File: config.mk
export PLATFORM = sky130hd
export DESIGN_NAME = hiscore_xfer_ctrl_flat
export DESIGN_NICKNAME = d
export VERILOG_FILES = /design/src/rtl/hiscore_xfer_ctrl_if.sv /design/src/rtl/hiscore_xfer_ctrl.sv /design/src/flat_wrapper.sv
export SDC_FILE = /design/constraint.sdc
export NUM_CORES = 1
export LEC_CHECK = 0
export ABC_CLOCK_PERIOD_IN_PS = 2940
export CORE_ASPECT_RATIO = 1.5
export CORE_UTILIZATION = 33
export DETAILED_ROUTE_END_ITERATION = 10
export GPL_ROUTABILITY_DRIVEN = 1
export PLACE_DENSITY = 0.65
export SLEW_MARGIN = 20
export SYNTH_ARGS = -nofsm -noshare
export SYNTH_HDL_FRONTEND = slang
export SYNTH_SLANG_ARGS = --single-unit
File: constraint.sdc
create_clock -name clk -period 2.94 [get_ports clk]
set_input_delay 0.735 -clock clk [delete_from_list [all_inputs] [get_ports clk]]
set_output_delay 0.735 -clock clk [all_outputs]
set_load 0.05 [all_outputs]
File: src/rtl/hiscore_xfer_ctrl_if.sv
// hiscore_xfer_ctrl_if: transfer control, byte streams and hiscore/pause RAM port of the controller
interface hiscore_xfer_ctrl_if #(parameter int LEN_W = 12);
  logic start_dump, start_load, abort;
  logic [15:0] base_ad;
  logic [LEN_W-1:0] length;
  logic [7:0] out_data;
  logic out_valid, out_ready;
  logic [7:0] in_data;
  logic in_valid, in_ready;
  logic busy, done;
  logic PAUSE_N;
  logic [15:0] HSAD;
  logic [7:0] HSDI;
  logic HSWE;
  logic [7:0] HSDO;
  modport master (
    input start_dump, start_load, abort, base_ad, length, out_ready, in_data, in_valid, HSDO,
    output out_data, out_valid, in_ready, busy, done, PAUSE_N, HSAD, HSDI, HSWE
  );
  modport slave (
    output start_dump, start_load, abort, base_ad, length, out_ready, in_data, in_valid, HSDO,
    input out_data, out_valid, in_ready, busy, done, PAUSE_N, HSAD, HSDI, HSWE
  );
endinterface

File: src/rtl/hiscore_xfer_ctrl.sv
// hiscore_xfer_ctrl: freezes the CPU and dumps/loads a sprite-RAM window over the hiscore port
module hiscore_xfer_ctrl #(
  parameter int SETTLE = 4,
  parameter int RD_LAT = 1,
  parameter int LEN_W = 12
) (
  input logic clk,
  input logic RESET,
  hiscore_xfer_ctrl_if.master hs
);
  typedef enum logic [2:0] {
    S_IDLE, S_SETTLE, S_RD_ADDR, S_RD_WAIT, S_RD_OUT, S_LD_ACC, S_LD_WR, S_FINISH
  } state_t;
  localparam logic [7:0] SETTLE_END = 8'(SETTLE - 1);
  localparam logic [7:0] LAT_END = 8'(RD_LAT - 1);
  state_t state, state_n;
  logic dump, last, step;
  logic [15:0] addr;
  logic [LEN_W-1:0] len, idx;
  logic [7:0] cnt, rdata, wdata;
  assign last = idx + LEN_W'(1) == len;
  // a byte is retired when RD_OUT or LD_WR moves on without being aborted
  assign step = (state == S_RD_OUT || state == S_LD_WR) && state_n != state && state_n != S_IDLE;
  always_comb begin
    state_n = state;
    unique case (state)
      S_IDLE:    if (hs.start_dump || hs.start_load) state_n = hs.length == '0 ? S_FINISH : S_SETTLE;
      S_SETTLE:  if (cnt == SETTLE_END) state_n = dump ? S_RD_ADDR : S_LD_ACC;
      S_RD_ADDR: state_n = S_RD_WAIT;
      S_RD_WAIT: if (cnt == LAT_END) state_n = S_RD_OUT;
      S_RD_OUT:  if (hs.out_ready) state_n = last ? S_FINISH : S_RD_ADDR;
      S_LD_ACC:  if (hs.in_valid) state_n = S_LD_WR;
      S_LD_WR:   state_n = last ? S_FINISH : S_LD_ACC;
      S_FINISH:  state_n = S_IDLE;
      default:   state_n = S_IDLE;
    endcase
    if (hs.abort && state != S_IDLE) state_n = S_IDLE;
  end
  always_ff @(posedge clk) begin
    if (RESET) begin
      state <= S_IDLE;
      dump <= 1'b0;
      addr <= '0;
      len <= '0;
      idx <= '0;
      cnt <= '0;
      rdata <= '0;
      wdata <= '0;
    end else begin
      state <= state_n;
      cnt <= state_n != state ? 8'd0 : cnt + 8'd1;
      if (state == S_IDLE && state_n != S_IDLE) begin
        dump <= hs.start_dump;
        addr <= hs.base_ad;
        len <= hs.length;
        idx <= '0;
      end
      if (state == S_RD_WAIT && state_n == S_RD_OUT) rdata <= hs.HSDO;
      if (state == S_LD_ACC && state_n == S_LD_WR) wdata <= hs.in_data;
      if (step) begin
        idx <= idx + LEN_W'(1);
        addr <= addr + 16'd1;
      end
    end
  end
  assign hs.PAUSE_N = state == S_IDLE || state == S_FINISH;
  assign hs.busy = !hs.PAUSE_N;
  assign hs.done = state == S_FINISH;
  assign hs.out_valid = state == S_RD_OUT;
  assign hs.in_ready = state == S_LD_ACC;
  assign hs.HSWE = state == S_LD_WR;
  assign hs.HSAD = addr;
  assign hs.HSDI = wdata;
  assign hs.out_data = rdata;
endmodule

File: src/flat_wrapper.sv
// flat-port wrapper written by rule: the top's interface ports become plain ports
module hiscore_xfer_ctrl_flat 
#(
  parameter int SETTLE = 4,
  parameter int RD_LAT = 1,
  parameter int LEN_W = 12
)
  (clk, RESET, hs_start_dump, hs_start_load, hs_abort, hs_base_ad, hs_length, hs_out_ready, hs_in_data, hs_in_valid, hs_HSDO, hs_out_data, hs_out_valid, hs_in_ready, hs_busy, hs_done, hs_PAUSE_N, hs_HSAD, hs_HSDI, hs_HSWE);
  hiscore_xfer_ctrl_if #(.LEN_W(LEN_W)) hs_i ();
  input logic clk;
  input logic RESET;
  input wire logic [$bits(hs_i.start_dump)-1:0] hs_start_dump;
  input wire logic [$bits(hs_i.start_load)-1:0] hs_start_load;
  input wire logic [$bits(hs_i.abort)-1:0] hs_abort;
  input wire logic [$bits(hs_i.base_ad)-1:0] hs_base_ad;
  input wire logic [$bits(hs_i.length)-1:0] hs_length;
  input wire logic [$bits(hs_i.out_ready)-1:0] hs_out_ready;
  input wire logic [$bits(hs_i.in_data)-1:0] hs_in_data;
  input wire logic [$bits(hs_i.in_valid)-1:0] hs_in_valid;
  input wire logic [$bits(hs_i.HSDO)-1:0] hs_HSDO;
  output wire logic [$bits(hs_i.out_data)-1:0] hs_out_data;
  output wire logic [$bits(hs_i.out_valid)-1:0] hs_out_valid;
  output wire logic [$bits(hs_i.in_ready)-1:0] hs_in_ready;
  output wire logic [$bits(hs_i.busy)-1:0] hs_busy;
  output wire logic [$bits(hs_i.done)-1:0] hs_done;
  output wire logic [$bits(hs_i.PAUSE_N)-1:0] hs_PAUSE_N;
  output wire logic [$bits(hs_i.HSAD)-1:0] hs_HSAD;
  output wire logic [$bits(hs_i.HSDI)-1:0] hs_HSDI;
  output wire logic [$bits(hs_i.HSWE)-1:0] hs_HSWE;
  assign hs_i.start_dump = hs_start_dump;
  assign hs_i.start_load = hs_start_load;
  assign hs_i.abort = hs_abort;
  assign hs_i.base_ad = hs_base_ad;
  assign hs_i.length = hs_length;
  assign hs_i.out_ready = hs_out_ready;
  assign hs_i.in_data = hs_in_data;
  assign hs_i.in_valid = hs_in_valid;
  assign hs_i.HSDO = hs_HSDO;
  assign hs_out_data = hs_i.out_data;
  assign hs_out_valid = hs_i.out_valid;
  assign hs_in_ready = hs_i.in_ready;
  assign hs_busy = hs_i.busy;
  assign hs_done = hs_i.done;
  assign hs_PAUSE_N = hs_i.PAUSE_N;
  assign hs_HSAD = hs_i.HSAD;
  assign hs_HSDI = hs_i.HSDI;
  assign hs_HSWE = hs_i.HSWE;
  hiscore_xfer_ctrl #(.SETTLE(SETTLE), .RD_LAT(RD_LAT), .LEN_W(LEN_W)) u_core (.clk(clk), .RESET(RESET), .hs(hs_i));
endmodule
==> reports/qor.yml, run 1 <==
rr_startpoint: "u_core.idx[0]"
synth_warnings: 0
p_leak_uw: 0.00224
die_h_um: 133
highest_layer: "met4"
start_util_pct: 34.1
yosysSeqAreaShare_pct: 36.1
yosys.area_share.xor_xnor_pct: 4.58
synth_adder_area_share_pct: 1.33
internal-power_uw: 2270
ir_drop_mv: 0.302
vias: 3975
outcome: "finished with violations"
io_pins: 89
numCtsBuffers: 9
report.final.slew_viol_count: 0
core_sq_mm: 0.0111
crit_path_start: "u_core.idx[0]"
place_congestion: 0.868
synth_top_area_cell: "dfxtp_1"
critPathKind: "reg -> reg"
crit_required_ns: 3.20
die-width_um: 89.3
diodes: 0
max_slew_margin_pct: 41.7
numPortBuffers: 88
synthCells: 463
cp.arrival_ns: 3.22
routed_wirelength_um: 11700
post_drt_via_cell_ratio: 5.39
clk_latency_ns: 0.34
p_seq_share_pct: 32.5
grt_pass1_wl_um: 17800
async_flop_share_pct: 0
dr_wl_met2_um: 6340
final_util_pct: 51.8
finalPower_uw: 3340
fin_ws_ns: -0.0276
drcViolationCount: 0
max_freq_mhz: 337
p_comb_share_pct: 29.6
worstPathMaxFanout: 8
nets: 640
wl_per_cell_um: 15.8
cp-end-kind: "register"
synthFlopType: "dfxtp_1"
fp-row-count: 47
setup_viol: 3
synthesis.nets: 518
tightest_slew_ns: 0.874
synth_top_family_by_area: "simple AND/OR/NAND/NOR gates"
synth_area_sq_mm: 0.00377
dr_wl_met3_um: 565
finalSetupTns_ns: -0.0488
max_cap_viol_count: 0
power_density_mw_per_mm2: 583
synth_edf_count: 0
layout_common_cells: "83 x clkdlybuf4s50_1, 66 x nand2_1, 66 x dfxtp_1, 47 x buf_4, 31 x nor2_1"
cts.sinks: 68
yosys-top-cells-area: "dfxtp_1 36%, nand2_1 6.6%, mux2i_1 4.2%, nand3_1 3.5%, nor2_1 3.1%"
synth_mux_area_share_pct: 4.25
hp-class: "reg -> reg"
cts.clk_slew.worst_paths_ns: 0.06
synth_compound_area_share_pct: 20.1
grt_pass1_vias: 3854
yosys_register_bits: 68
drt_pass1_iterations: 6
finClkSkew_ns: 0.00765
slowest_stage: "a41oi_2"
rsz0062_at_grt: "true"
htreeDepth: 3
switchingPower_uw: 1070
min_period_over_period_pct: 101
crit_chain: "ha_4, and3_1, and2_1, o311a_1, a41oi_2, o31a_1, o21ai_4, buf_12, clkbuf_16, or3_1, a31oi_1"
grt_remaining_overflow: 0
wl_met1_um: 4530
clock_path_buffers: 2
cp_slowest_stage_delay_ns: 0.36
startpoint_type: "register"
drt_iter0_markers: 192
layout_commonest_cell: "clkdlybuf4s50_1"
hold_viol: 0
cts-root-buf: "clkbuf_16"
swShare_pct: 32.1
fin_crit_ns: 2.97
antenna_found_initial: 0
ctsHoldBuffers: 0
avgSynthCellArea_sq_um: 8.14
worstHoldStart: "u_core.len[0]"
drtAntennaViolNets: 0
synth_top_area_share_pct: 36.1
dp_hpwl_um: 7970
drive_gt1_share_pct: 19.0
synth_cell_types: 61
grt_max_degree: 45
failed_checks: "setup timing"
cts_tree: "done"
yosys.area_share.simple_pct: 28.5
dieArea_sq_mm: 0.0119
area_growth_pct: 51.8
power_frac_clock_pct: 37.9
grt_usage_pct: 19.3
==> power by group through the flow <==
stage / logic [uW] / registers (uW) / clock network [uW]
floorplan: 440 / 1170 / 0
global placement: 852 / 1090 / 0
detailed placement: 862 / 1090 / 0
CTS: 900 / 1070 / 1280
global route: 1060 / 1090 / 1330
finish: 988 / 1080 / 1260
==> worst max-delay path, delay by kind of cell, from the launching register on <==
kind | cells | cell delay [ns]
AND/OR/NAND/NOR | 3 | 0.83
adder cells (fa/ha/maj) | 1 | 0.16
AO/OA/AOI/OAI | 5 | 1.26
flip-flops | 1 | 0.34
buffers and inverters | 2 | 0.30
==> routing by layer <==
layer	GRT usage, %	vias up
met5	0	-
met1	21.3	1899
met4	8.47	0
li1	-	1934
met3	3.37	17
met2	34.9	125
==> final cells by class <==
class / count / area [sq um]
Clock inverter: 6 / 111
Sequential cell: 68 / 1360
Multi-Input combinational cell: 354 / 2440
Timing Repair Buffer: 141 / 1340
Inverter: 11 / 41.3
Fill cell: 1061 / 5330
Clock buffer: 10 / 239
Tap cell: 147 / 184
==> cell families (layout without fill, tap and decap cells) <==
| family | after synthesis | after routing |
|---|---|---|
| AOI/OAI and AO/OA | 106 | 106 |
| xor gates and xnor gates | 18 | 18 |
| adders and majority gates | 4 | 4 |
| buffers and inverters | 41 | 168 |
| DFF | 68 | 68 |
| muxes | 16 | 16 |
| and+or+nand+nor | 210 | 210 |
==> state kept, by name, summed over array words and instances (netlist names) <==
register / count
u_core.cnt: 8
u_core.len: 12
u_core.hs.HSDI: 8
u_core.dump: 1
u_core.idx: 12
u_core.hs.out_data: 8
u_core.state: 3
u_core.hs.HSAD: 16
==> synth_stat cells, types with 10 or more instances <==
| cell | count |
|---|---|
| clkbuf_1 | 15 |
| inv_1 | 11 |
| nor2_1 | 31 |
| or3_1 | 16 |
| dfxtp_1 | 68 |
| o21ai_0 | 10 |
| a21oi_1 | 23 |
| xor2_1 | 11 |
| o211ai_1 | 12 |
| mux2i_1 | 16 |
| a31oi_1 | 15 |
| nor4_1 | 10 |
| nor3_1 | 12 |
| nand3_1 | 26 |
| nand2_1 | 66 |
==> per-stage QoR <==
stage / instance area [sq um] / instances / setup slack [ns] / hold WS [ns]
finish: 5720 / 737 / -0.0276 / 0.474
global placement: 5030 / 713 / -0.167 / 0.460
floorplan: 3770 / 463 / 0.0877 / 0.444
global route: 5720 / 737 / -0.112 / 0.500
CTS: 5490 / 733 / -0.0192 / 0.475
detailed placement: 5030 / 713 / -0.274 / 0.467
==> path summary, 6_finish.rpt <==
kind	slack [ns]	cells after the start	end
worst max-delay path	-0.03	11	u_core.hs.HSAD[9]
worst min-delay path	0.47	2	u_core.len[0]
worst max register to register	-0.03	11	u_core.hs.HSAD[9]
worst min register to register	0.47	2	u_core.len[0]
==> what timing repair did <==
item / 4_1_cts / 5_1_grt
hold endpoints to repair: 0 / 0
setup buffers: 3 / 2
cloned: 1 / 2
pin swaps: 5 / 22
setup endpoints to repair: 18 / 36
resized for setup: 10 / 35
Note: power is estimated with default switching activity, not from simulation.
==> run 2: changes to the inputs <==
- CORE_UTILIZATION: 33 -> 45
- PLACE_DENSITY: 0.65 -> 0.82
- REMOVE_ABC_BUFFERS: not set -> 1
==> run 2 against run 1 <==
The flow now finishes without violations. Sequential share of layout area is 0.66 points higher. Fmax rose by 1.5%. Wire length shrank 1.6%. Core utilization up 17 points. Combinational power decreased by 5.0%. Clock power is 8% lower. Cell area shrank 2.6%. Non-clock buffer count increased by 2. Total power down 4.9%.
==> reports/qor.yml, run 2 (same netlist as run 1, synthesis figures left out) <==
slowest_stage: "or4_4"  # was a41oi_2
final.fill_count: 618  # was 1061
die-width_um: 76.7  # was 89.3 um
core_sq_mm: 0.00806  # was 0.0111 sq mm
met3_usage_pct: 5.74  # was 3.37%
dpl_cell_area_sq_mm: 0.00501  # was 0.00503 sq mm
drive_gt1_share_pct: 17.7  # was 19.0%
multi_input_area_sq_mm: 0.00232  # was 0.00244 sq mm
cp-end-kind: "register"  # unchanged
grt_remaining_overflow: 0  # unchanged
clk_latency_ns: 0.33  # was 0.34 ns
diodes: 0  # unchanged
crit_required_ns: 3.20  # about the same
grt_pass1_wl_um: 18600  # was 17800 um
nets: 642  # was 640
rsz0062_at_grt: "true"  # unchanged
grt_max_degree: 43  # was 45
numCtsBuffers: 9  # unchanged
outcome: "finished clean"  # was finished with violations
cts.sinks: 68  # unchanged
place_congestion: 0.903  # was 0.868
drtAntennaViolNets: 0  # unchanged
register_area_sq_mm: 0.00137  # was 0.00136 sq mm
p_leak_uw: 0.00221  # was 0.00224 uW
fp-row-count: 40  # was 47
largest_reg_flops: 16  # unchanged
post_drt_via_cell_ratio: 5.84  # was 5.39
max_freq_mhz: 342  # was 337 MHz
grt_pass1_vias: 4011  # was 3854
vias: 4072  # was 3975
tightest_slew_ns: 0.828  # was 0.874 ns
hold_viol: 0  # unchanged
routed_wirelength_um: 11500  # was 11700 um
cts.clk_slew.worst_paths_ns: 0.05  # was 0.06 ns
max_cap_viol_count: 0  # unchanged
layout_commonest_cell: "clkdlybuf4s50_1"  # unchanged
crit_family: "compound AO/OA/AOI/OAI gates"  # unchanged
crit_buf_inv: 1  # was 2
fin_crit_ns: 2.92  # was 2.97 ns
startpoint_type: "register"  # unchanged
antenna_found_initial: 0  # unchanged
max_slew_margin_pct: 44.8  # was 41.7%
finalPower_uw: 3170  # was 3340 uW
grt_usage_pct: 26.7  # was 19.3%
drt_iter0_markers: 344  # was 192
cp_slowest_stage_delay_ns: 0.48  # was 0.36 ns
min_period_over_period_pct: 99.5  # was 101%
grtUsageMet2_pct: 48.9  # was 34.9%
cts-root-buf: "clkbuf_16"  # unchanged
area_growth_pct: 47.8  # was 51.8%
power_density_mw_per_mm2: 569  # was 583 mW/mm^2
dieArea_sq_mm: 0.00875  # was 0.0119 sq mm
wl_per_cell_um: 16.5  # was 15.8 um
hp-class: "reg -> reg"  # unchanged
report.final.slew_viol_count: 0  # unchanged
finClkSkew_ns: 0.00587  # was 0.00765 ns
drcViolationCount: 0  # unchanged
dp_hpwl_um: 7900  # was 7970 um
die_h_um: 114  # was 133 um
drt_pass1_iterations: 5  # was 6
io_pins: 89  # unchanged
start_util_pct: 46.8  # was 34.1%
crit_chain: "ha_4, xor2_1, a311o_1, nor4b_2, o2111ai_2, o41ai_4, o21ai_4, bufbuf_16, or4_4, o221ai_2"  # was ha_4, and3_1, and2_1, o311a_1, a41oi_2, o31a_1, o21ai_4, buf_12, clkbuf_16, or3_1, a31oi_1
ir_drop_mv: 0.481  # was 0.302 mV
worstPathMaxFanout: 4  # was 8
critPathKind: "reg -> reg"  # unchanged
cp.arrival_ns: 3.18  # was 3.22 ns
final_cell_area_sq_mm: 0.00557  # was 0.00572 sq mm
cts_tree: "done"  # unchanged
met1_usage_pct: 28.7  # was 21.3%
clock_path_buffers: 2  # unchanged
layout_common_cells: "84 x clkdlybuf4s50_1, 66 x nand2_1, 65 x dfxtp_1, 48 x buf_4, 31 x nor2_1"  # was 83 x clkdlybuf4s50_1, 66 x nand2_1, 66 x dfxtp_1, 47 x buf_4, 31 x nor2_1
setup_viol: 0  # was 3
numPortBuffers: 88  # unchanged
htreeDepth: 3  # unchanged
busiest_layer: "met2"  # unchanged
## run 2: cell types whose count changed in the layout (fill, tap and decap cells not counted), sizes merged
cell           previous run  this run
buf                      55        56
bufbuf                    0         2
bufinv                    3         2
clkbuf                   11        12
clkdlybuf4s50            83        84
clkinv                    2         1
dlymetal6s2s              2         1
## run 2: worst paths after layout
check	from	to	slack [ns]	depth (start not counted)
max	u_core.idx[1]	u_core.idx[9]	0.02	10
min	u_core.len[0]	u_core.len[0]	0.47	2
max reg2reg	u_core.idx[1]	u_core.idx[9]	0.02	10
min reg2reg	u_core.len[0]	u_core.len[0]	0.47	2
## run 2: power breakdown
| group | leakage [uW] | total [uW] | internal [uW] | switching (uW) |
|---|---|---|---|---|
| Sequential | 0.000555 | 1080 | 991 | 85.0 |
| Combinational | 0.00150 | 939 | 398 | 541 |
| Clock | 0.000153 | 1160 | 764 | 393 |
## run 2: metrics by stage
step | hold slack, ns | utilization, % | instances | setup slack (ns) | setup TNS [ns]
3_3_place_gp | 0.463 | 62.1 | 672 | -0.123 | -1.27
6_report | 0.471 | 69.2 | 697 | 0.0159 | 0
2_1_floorplan | 0.438 | - | 433 | -1.07 | -30.89
5_1_grt | 0.493 | 69.2 | 697 | -0.0901 | -1.32
4_1_cts | 0.470 | 67.9 | 695 | 0.00253 | 0
3_5_place_dp | 0.463 | 62.1 | 672 | -0.187 | -2.94
## run 2: routing by layer
metal  vias up  routed length, um
met5         -                  0
met4         0                357
met3        37                580
met2       154               6210
met1      1936               4330
li1       1945                  -
## run 2: worst min-delay path: cells and delay by family, from the launching register on
kind,cells,cell delay [ns]
AO/OA/AOI/OAI,1,0.05
flip-flops,1,0.31
AND/OR/NAND/NOR,1,0.05
## run 2: area by class of cell
cell class	instances	area share [%]
inverters	11	0.741
clock buffers	12	4.42
clock inverters	4	1.30
flip-flops and latches	68	24.5
multi-input cells	354	41.7
well taps	105	2.36
repair buffers	143	25.0
## run 2: repair_timing
| item | 4_1_cts | 5_1_grt |
|---|---|---|
| buffers inserted | 5 | 2 |
| pin swaps | 8 | 8 |
| hold buffers | 0 | 0 |
| endpoints found under the hold margin | 0 | 0 |
| gates resized for setup | 8 | 19 |
| setup endpoints to repair | 30 | 33 |
| gates cloned | 2 | 0 |
==> run 3: changes to the inputs <==
- ABC_CLOCK_PERIOD_IN_PS: 2940 -> 3600
- PLACE_DENSITY: 0.82 -> 0.79
- clock period: 2.94 -> 3.6 ns (I/O delays scaled with it)
==> run 3 against run 2 <==
Die area is the same. Sequential power shrank 18%. Combinational power shrank 29%. Cell count shrank 6.3%. Wire length shrank 13%. Clock power shrank 31%. Clock skew grew 0.0035 ns. Hold slack lost 0.0045 ns. Non-clock buffer count shrank 43. Core utilization shrank 7.1 points. First-iteration DRC count shrank 36%. Critical path type is now reg -> out. Critical endpoint is now hs_busy. Largest power group is now registers.
==> reports/qor.yml, run 3 (same netlist as run 1, synthesis figures left out) <==
outcome: "finished clean"  # unchanged
numCtsBuffers: 9  # unchanged
cp-end-kind: "output pin"  # was register
place_congestion: 0.912  # was 0.903
hold_viol: 0  # unchanged
largest_reg_flops: 16  # unchanged
post_drt_via_cell_ratio: 5.78  # was 5.84
grt_max_degree: 51  # was 43
finalSetupTns_ns: 0  # unchanged
ctsHoldBuffers: 0  # unchanged
area_growth_pct: 32.7  # was 47.8%
core_sq_mm: 0.00806  # unchanged
layout_commonest_cell: "clkdlybuf4s50_1"  # unchanged
wl_met1_um: 3920  # was 4330 um
setup_viol: 0  # unchanged
crit_required_ns: 2.70  # was 3.20 ns
die-width_um: 76.7  # unchanged
startpoint_type: "register"  # unchanged
ir_drop_mv: 0.361  # was 0.481 mV
drt_iter0_markers: 220  # was 344
hp-class: "reg -> reg"  # unchanged
worstPathMaxFanout: 13  # was 4
final.fill_count: 710  # was 618
max_slew_margin_pct: 39.5  # was 44.8%
min_period_over_period_pct: 89.2
cp.arrival_ns: 2.31  # was 3.18 ns
finClkSkew_ns: 0.00932  # was 0.00587 ns
tightest_slew_ns: 0.907  # was 0.828 ns
critPathKind: "reg -> out"  # was reg -> reg
clock_path_buffers: 2  # unchanged
io_pins: 89  # unchanged
clk_latency_ns: 0.34  # was 0.33 ns
fin_crit_ns: 3.21
grt_pass1_wl_um: 16500  # was 18600 um
fp-row-count: 40  # unchanged
drt_pass1_iterations: 4  # was 5
dpl_cell_area_sq_mm: 0.00473  # was 0.00501 sq mm
p_leak_uw: 0.00189  # was 0.00221 uW
dp_hpwl_um: 7330  # was 7900 um
power_density_mw_per_mm2: 469  # was 569 mW/mm^2
highest_layer: "met4"  # unchanged
max_cap_viol_count: 0  # unchanged
drive_gt1_share_pct: 7.48  # was 17.7%
dr_wl_met2_um: 5310  # was 6210 um
wl_per_cell_um: 15.4  # was 16.5 um
max_freq_mhz: 311
drtAntennaViolNets: 0  # unchanged
cts.sinks: 68  # unchanged
vias: 3773  # was 4072
start_util_pct: 46.8  # unchanged
report.final.slew_viol_count: 0  # unchanged
layout_common_cells: "87 x clkdlybuf4s50_1, 68 x dfxtp_1, 66 x nand2_1, 31 x nor2_1, 26 x nand3_1"  # was 84 x clkdlybuf4s50_1, 66 x nand2_1, 65 x dfxtp_1, 48 x buf_4, 31 x nor2_1
htreeDepth: 3  # unchanged
final_cell_area_sq_mm: 0.00500  # was 0.00557 sq mm
drcViolationCount: 0  # unchanged
cts_tree: "done"  # unchanged
grt_pass1_vias: 3676  # was 4011
cts_setup_buffers: 0  # was 5
diodes: 0  # unchanged
dr_wl_met3_um: 412  # was 580 um
routed_wirelength_um: 10000  # was 11500 um
cts-root-buf: "clkbuf_16"  # unchanged
finalPower_uw: 2340  # was 3170 uW
dieArea_sq_mm: 0.00875  # unchanged
die_h_um: 114  # unchanged
nets: 599  # was 642
antenna_found_initial: 0  # unchanged
rsz0062_at_grt: "false"  # was true
final_util_pct: 62.1  # was 69.2%
numPortBuffers: 88  # unchanged
cts_resized: 0  # was 8
grt_usage_pct: 23.8  # was 26.7%
grt_remaining_overflow: 0  # unchanged
cts.clk_slew.worst_paths_ns: 0.06  # was 0.05 ns
==> run 3: layer usage <==
metal | vias to the layer above | track usage, %
li1 | 1857 | -
met1 | 1785 | 25.0
met2 | 102 | 42.9
met3 | 29 | 5.02
met4 | 0 | 14.9
met5 | - | 0
==> run 3: worst paths after layout <==
path / start / end / slack (ns) / cells past startpoint
max: u_core.state[0] / hs_busy / 0.39 / 5
min: u_core.len[6] / u_core.len[6] / 0.47 / 2
max reg2reg: u_core.idx[1] / u_core.hs.HSAD[14] / 0.39 / 10
min reg2reg: u_core.len[6] / u_core.len[6] / 0.47 / 2
==> run 3: where the power goes <==
part | leakage, uW | switching [uW] | internal, uW | total, uW
logic | 0.00120 | 402 | 267 | 668
registers | 0.000554 | 71.9 | 809 | 881
clock network | 0.000131 | 316 | 479 | 795
total | 0.00189 | 789 | 1560 | 2340
==> run 3: area by class of cell <==
class / count / area (sq um) / area share (%)
clock buffer: 11 / 243 / 4.85
clock inverter: 4 / 26.3 / 0.525
inverter: 11 / 41.3 / 0.826
sequential: 68 / 1360 / 27.2
multi-input combinational: 354 / 2220 / 44.4
timing repair buffer: 100 / 978 / 19.6
tap: 105 / 131 / 2.63
==> run 3: worst max-delay path: stages (launching register included) <==
cell and delay [ns]:
dfxtp_1 0.56, nor3_1 0.10, buf_4 0.18, or2_2 0.29, inv_1 0.06, clkdlybuf4s50_1 0.79
==> run 3: stage by stage <==
step	worst slack, ns	hold slack [ns]	std cells
2_1_floorplan	-0.577	0.438	433
3_5_place_dp	0.254	0.465	638
3_3_place_gp	0.288	0.461	638
6_report	0.387	0.466	653
5_1_grt	0.147	0.501	653
4_1_cts	0.396	0.471	653
